File: config.mk
export PLATFORM = sky130hd
export DESIGN_NAME = serial_add_unit_flat
export DESIGN_NICKNAME = d
export VERILOG_FILES = /design/src/rtl/serial_add_unit_if.sv /design/src/rtl/serial_add_unit.sv /design/src/flat_wrapper.sv
export SDC_FILE = /design/constraint.sdc
export NUM_CORES = 1
export LEC_CHECK = 0
export BUFFER_PORTS_ARGS = -buffer_cell sky130_fd_sc_hd__buf_2
export CORE_ASPECT_RATIO = 1.5
export CORE_MARGIN = 2
export CORE_UTILIZATION = 40
export CTS_CLUSTER_SIZE = 12
export DETAILED_ROUTE_END_ITERATION = 8
export SYNTH_ARGS = -nofsm -noshare
export SYNTH_HDL_FRONTEND = slang
export SYNTH_SLANG_ARGS = --single-unit
File: constraint.sdc
create_clock -name clk -period 4 [get_ports clk]
set_clock_uncertainty 0.15 [all_clocks]
set_input_delay 0 -clock clk [delete_from_list [all_inputs] [get_ports clk]]
set_output_delay 0 -clock clk [all_outputs]
set_load 0.01 [all_outputs]
File: src/rtl/serial_add_unit_if.sv
// serial_add_unit_if
//   Request/response bundle for the bit-serial add/subtract unit.
//   master: issues start/sub/a/b and observes busy/done/result/flags.
//   slave : the arithmetic unit itself.
interface serial_add_unit_if #(
  parameter int WIDTH = 8
);
  logic             start;
  logic             sub;
  logic [WIDTH-1:0] a;
  logic [WIDTH-1:0] b;
  logic             busy;
  logic             done;
  logic [WIDTH-1:0] result;
  logic [3:0]       flags;

  modport master (
    output start, sub, a, b,
    input  busy, done, result, flags
  );

  modport slave (
    input  start, sub, a, b,
    output busy, done, result, flags
  );
endinterface

File: src/rtl/serial_add_unit.sv
// adder
//   1-bit full adder: s = a ^ b ^ cin, cout = majority(a, b, cin).
module adder (
  input  logic a,
  input  logic b,
  input  logic cin,
  output logic s,
  output logic cout
);
  assign s    = a ^ b ^ cin;
  assign cout = (a & b) | (cin & (a ^ b));
endmodule

// serial_add_unit
//   Bit-serial add/subtract engine, one operand bit pair per clock, LSB
//   first, through a single full adder. Produces a WIDTH-bit result and
//   ARM-style {N,Z,C,V} flags once per operation.
//   Ports:
//     clk    rising-edge clock
//     reset  asynchronous, active-high reset
//     bus    slave side of serial_add_unit_if (start/sub/a/b in,
//            busy/done/result/flags out)
//
//   state | meaning
//   ------+--------------------------------------------------------
//   IDLE  | waiting for start; result/flags hold last values
//   RUN   | shifting WIDTH bit pairs through the adder, busy=1
//   DONE  | one-cycle done pulse; start here reloads straight into RUN
module serial_add_unit #(
  parameter int WIDTH = 8
) (
  input  logic              clk,
  input  logic              reset,
  serial_add_unit_if.slave  bus
);
  localparam int CW = (WIDTH > 2) ? $clog2(WIDTH) : 1;

  typedef enum logic [1:0] {
    IDLE = 2'd0,
    RUN  = 2'd1,
    DONE = 2'd2
  } state_t;

  state_t           state, state_next;
  logic [WIDTH-1:0] a_sh, b_sh, res_sh, res_next;
  logic [CW-1:0]    cnt;
  logic             carry;
  logic             sum, cout;
  logic             last_bit;
  logic             load;

  adder u_adder (
    .a    (a_sh[0]),
    .b    (b_sh[0]),
    .cin  (carry),
    .s    (sum),
    .cout (cout)
  );

  assign last_bit = (cnt == CW'(WIDTH - 1));
  assign res_next = {sum, res_sh[WIDTH-1:1]};
  // start is only honoured when no operation is in flight
  assign load     = bus.start && (state == IDLE || state == DONE);

  always_ff @(posedge clk or posedge reset) begin
    if (reset) state <= IDLE;
    else       state <= state_next;
  end

  always_comb begin
    state_next = state;
    bus.busy   = 1'b0;
    bus.done   = 1'b0;
    case (state)
      IDLE: begin
        if (bus.start) state_next = RUN;
      end
      RUN: begin
        bus.busy = 1'b1;
        if (last_bit) state_next = DONE;
      end
      DONE: begin
        bus.done   = 1'b1;
        state_next = bus.start ? RUN : IDLE;
      end
      default: state_next = IDLE;
    endcase
  end

  always_ff @(posedge clk or posedge reset) begin
    if (reset) begin
      a_sh       <= '0;
      b_sh       <= '0;
      res_sh     <= '0;
      cnt        <= '0;
      carry      <= 1'b0;
      bus.result <= '0;
      bus.flags  <= '0;
    end else if (load) begin
      // subtraction as a + ~b + 1: invert b and seed the carry with 1
      a_sh   <= bus.a;
      b_sh   <= bus.b ^ {WIDTH{bus.sub}};
      carry  <= bus.sub;
      cnt    <= '0;
      res_sh <= '0;
    end else if (state == RUN) begin
      a_sh   <= a_sh >> 1;
      b_sh   <= b_sh >> 1;
      carry  <= cout;
      cnt    <= cnt + CW'(1);
      res_sh <= res_next;
      // visible result/flags change only once the whole word is formed;
      // on the MSB step, carry is Cin_MSB and cout is Cout_MSB
      if (last_bit) begin
        bus.result <= res_next;
        bus.flags  <= {sum, (res_next == '0), cout, carry ^ cout};
      end
    end
  end
endmodule

File: src/flat_wrapper.sv
// flat-port wrapper written by rule: the top's interface ports become plain ports
module serial_add_unit_flat 
#(
  parameter int WIDTH = 8
)
  (clk, reset, bus_start, bus_sub, bus_a, bus_b, bus_busy, bus_done, bus_result, bus_flags);
  serial_add_unit_if #(.WIDTH(WIDTH)) bus_i ();
  input  logic clk;
  input  logic reset;
  input wire logic [$bits(bus_i.start)-1:0] bus_start;
  input wire logic [$bits(bus_i.sub)-1:0] bus_sub;
  input wire logic [$bits(bus_i.a)-1:0] bus_a;
  input wire logic [$bits(bus_i.b)-1:0] bus_b;
  output wire logic [$bits(bus_i.busy)-1:0] bus_busy;
  output wire logic [$bits(bus_i.done)-1:0] bus_done;
  output wire logic [$bits(bus_i.result)-1:0] bus_result;
  output wire logic [$bits(bus_i.flags)-1:0] bus_flags;
  assign bus_i.start = bus_start;
  assign bus_i.sub = bus_sub;
  assign bus_i.a = bus_a;
  assign bus_i.b = bus_b;
  assign bus_busy = bus_i.busy;
  assign bus_done = bus_i.done;
  assign bus_result = bus_i.result;
  assign bus_flags = bus_i.flags;
  serial_add_unit #(.WIDTH(WIDTH)) u_core (.clk(clk), .reset(reset), .bus(bus_i));
endmodule
==> results.json <==
{
  "rsz0062_at_grt": "false",
  "outcome": "finished, final reports clean",
  "fp-row-count": 29,
  "fin_ws_ns": 1.98,
  "path_cells": "nor2b_2, nor2_4, mux2_2",
  "critPathMaxStageDelay_ns": 0.78,
  "vias": 1206,
  "num_antenna_cells": 0,
  "start_util_pct": 41.5,
  "grt.busiest_layer": "met2",
  "synth_simple_gate_area_share_pct": 5.33,
  "drive_gt1_share_pct": 29.8,
  "die_w_um": 58.2,
  "drv_cap": 0,
  "avgSynthCellArea_um2": 12.9,
  "synth_cell_type_count": 23,
  "drtIter0Drc": 22,
  "place_ws_ns": 1.97,
  "grt_util_met3_pct": 2.74,
  "criticalPathCategory": "reg -> reg",
  "netlist_area_mm2": 0.00176,
  "firstDrtPassIters": 4,
  "crit_fanout": 27,
  "synth_top_family_by_area": "compound AO/OA/AOI/OAI gates",
  "gr-usage-all-layers_pct": 14.3,
  "drt.antenna.violating_nets": 0,
  "cp-end-kind": "flop",
  "grt_start_max_net_pins": 41,
  "hold_viol": 0,
  "p_leak_nw": 1.14,
  "yosysTopAreaCell": "dfrtp_1",
  "powerDensity_mw_per_mm2": 735,
  "tritoncts": "yes",
  "crit_arrival_ns": 2.05,
  "wl_per_cell_um": 13.3,
  "clock-sinks": 40,
  "synthCells": 137,
  "grt_use_met2_pct": 23.3,
  "syn_to_final_growth_pct": 26.1,
  "nets": 210,
  "ctsHoldBuffers": 18,
  "ir_drop_mv": 0.456,
  "grt_first_pass_wirelength_um": 5460,
  "cts_max_level": 2,
  "cts_buffer_depth": 2,
  "ys_seq_elements": 40,
  "antenna_found_initial": 0,
  "period_needed_ns": 2.02,
  "cp.required_ns": 4.03,
  "synthMuxAreaShare_pct": 10.9,
  "post-cts-setup-buffers": 0,
  "maxSlewViolCount": 0,
  "post-dp-hpwl_um": 2150,
  "yosysSeqAreaShare_pct": 56.8,
  "hold_path_class": "in -> reg",
  "synth_compound_area_share_pct": 15.2,
  "cts-root-buf": "clkbuf_8",
  "worstSetupStartpointType": "flop",
  "grtUsageMet1_pct": 17.6,
  "grt_pass1_vias": 1216,
  "cts_resized": 0,
  "gp_congestion": 0.692,
  "synth_area_leaders": "dfrtp_1 (57%), a22o_1 (8.9%), mux2_2 (6.4%)",
  "overflow": 0,
  "route.detailed.drc": 0,
  "crit_slowest_cell": "nor2b_2",
  "syn_nets": 160,
  "fin_crit_sh_pct": 50.6,
  "numPortBuffers": 33,
  "ys_warn_count": 0,
  "ios": 34,
  "tightest_slew_ns": 0.985,
  "viasPerCell": 5.15,
  "totalWireLength_um": 3110,
  "cts_buffers": 5,
  "total_power_mw": 1.63,
  "yosys.area_share.adder_pct": 2.56,
  "fp.dieH_um": 85.3,
  "setup_viol": 0,
  "fmax_ghz": 0.494,
  "yosys.area_share.xor_xnor_pct": 4.47,
  "slew_headroom_pct": 34.0,
  "clk_pin_slew_ns": 0.08,
  "dieArea_mm2": 0.00496,
  "clock_latency_ns": 0.29,
  "coreArea_mm2": 0.00425,
  "fillers": 395,
  "setup-tns-final_ns": 0,
  "synth_top_area_share_pct": 56.8
}
==> flip-flops by register name (all words and copies together), names as in the netlist <==
name	count
u_core.bus.flags	3
u_core.cnt	3
u_core.state	2
u_core.a_sh	8
u_core.bus.result	8
u_core.carry	1
u_core.b_sh	8
u_core.res_sh	7
==> cell usage in the layout, fill, tap and decap left out, types with 2 or more instances in the layout <==
cell | synthesis | final
nor4_1 | 2 | 2
dlygate4sd3_1 | 0 | 18
dfrtp_1 | 40 | 40
ha_1 | 2 | 2
o21ai_0 | 9 | 9
inv_1 | 3 | 3
nor2b_2 | 1 | 2
mux2_2 | 10 | 10
buf_2 | 2 | 33
mux2i_1 | 8 | 8
buf_4 | 2 | 2
xor2_1 | 8 | 8
a22o_1 | 18 | 18
nand2_1 | 11 | 11
clkbuf_8 | 0 | 5
a21o_1 | 8 | 8
==> final cells by class <==
type	instances	area (um2)	area share, %
clock buffer	5	68.8	3.10
timing repair buffer	53	360	16.2
sequential	40	1000	45.0
inverter	3	11.3	0.507
clock inverter	3	42.5	1.91
tap	46	57.6	2.59
multi-input combinational	84	681	30.6
==> worst max-delay path, delay by kind of cell, from the launching register on <==
kind | cells | cell delay [ns]
muxes | 1 | 0.34
DFF | 1 | 0.42
and+or+nand+nor | 2 | 1.00
==> metal layers <==
metal,vias up,routed length (um)
met2,25,1620
met5,-,0
met4,0,40
met3,5,103
met1,594,1350
li1,582,-
==> logic make-up (layout without fill, tap and decap cells) <==
| kind of cell | after synthesis | after routing |
|---|---|---|
| buffers and inverters | 13 | 64 |
| AOI/OAI and AO/OA | 36 | 36 |
| and+or+nand+nor | 18 | 18 |
| xor gates and xnor gates | 9 | 9 |
| muxes | 18 | 18 |
| DFF | 40 | 40 |
| adders and majority gates | 3 | 3 |
==> where the power goes <==
part	internal [mW]	total (mW)	switching, mW
combinational	0.325	0.622	0.298
clock	0.184	0.319	0.134
sequential	0.580	0.693	0.113
total	1.09	1.63	0.545
==> synthesized netlist by cell type <==
library cell and number:
nand2_1 11, ha_1 2, o21ai_1 1, nor4_1 2, a21o_1 8, nor2b_2 1, clkbuf_2 1, dfrtp_1 40
nand3b_1 1, buf_4 2, a22o_1 18, o21ai_0 9, xnor2_1 1, nor2b_1 2, mux2_2 10, xor2_1 8
inv_1 3, nor2_4 1, mux2i_1 8, fa_1 1, clkbuf_1 2, buf_2 2, buf_6 3
==> path summary, 6_finish.rpt <==
path | startpoint | endpoint | slack, ns | cells after the start
setup / recovery | u_core.state[0]$_DFFE_PP0P_ | u_core.cnt[0]$_DFFE_PP0P_ | 1.98 | 3
hold / removal | bus_start | u_core.b_sh[0]$_DFFE_PP0P_ | 0.16 | 4
setup reg to reg | u_core.state[0]$_DFFE_PP0P_ | u_core.cnt[0]$_DFFE_PP0P_ | 1.98 | 3
hold reg to reg | u_core.bus.flags[2]$_DFFE_PP0P_ | u_core.bus.flags[2]$_DFFE_PP0P_ | 0.33 | 2
max in group asynchronous | reset | u_core.a_sh[3]$_DFFE_PP0P_ | 3.14 | 4
min in group asynchronous | reset | u_core.bus.flags[0]$_DFFE_PP0P_ | 0.22 | 4
==> metrics by stage <==
stage	instance area, um2	utilization, %	hold WS, ns	cells
after detailed placement	1930	45.5	-0.00634	208
after CTS	2220	52.3	0.158	234
final	2220	52.3	0.162	234
after global placement	1930	45.5	-0.0135	208
after floorplan	1760	-	-0.0101	137
after global routing	2220	52.3	0.192	234
No activity file was read; power rests on OpenSTA's default activity.
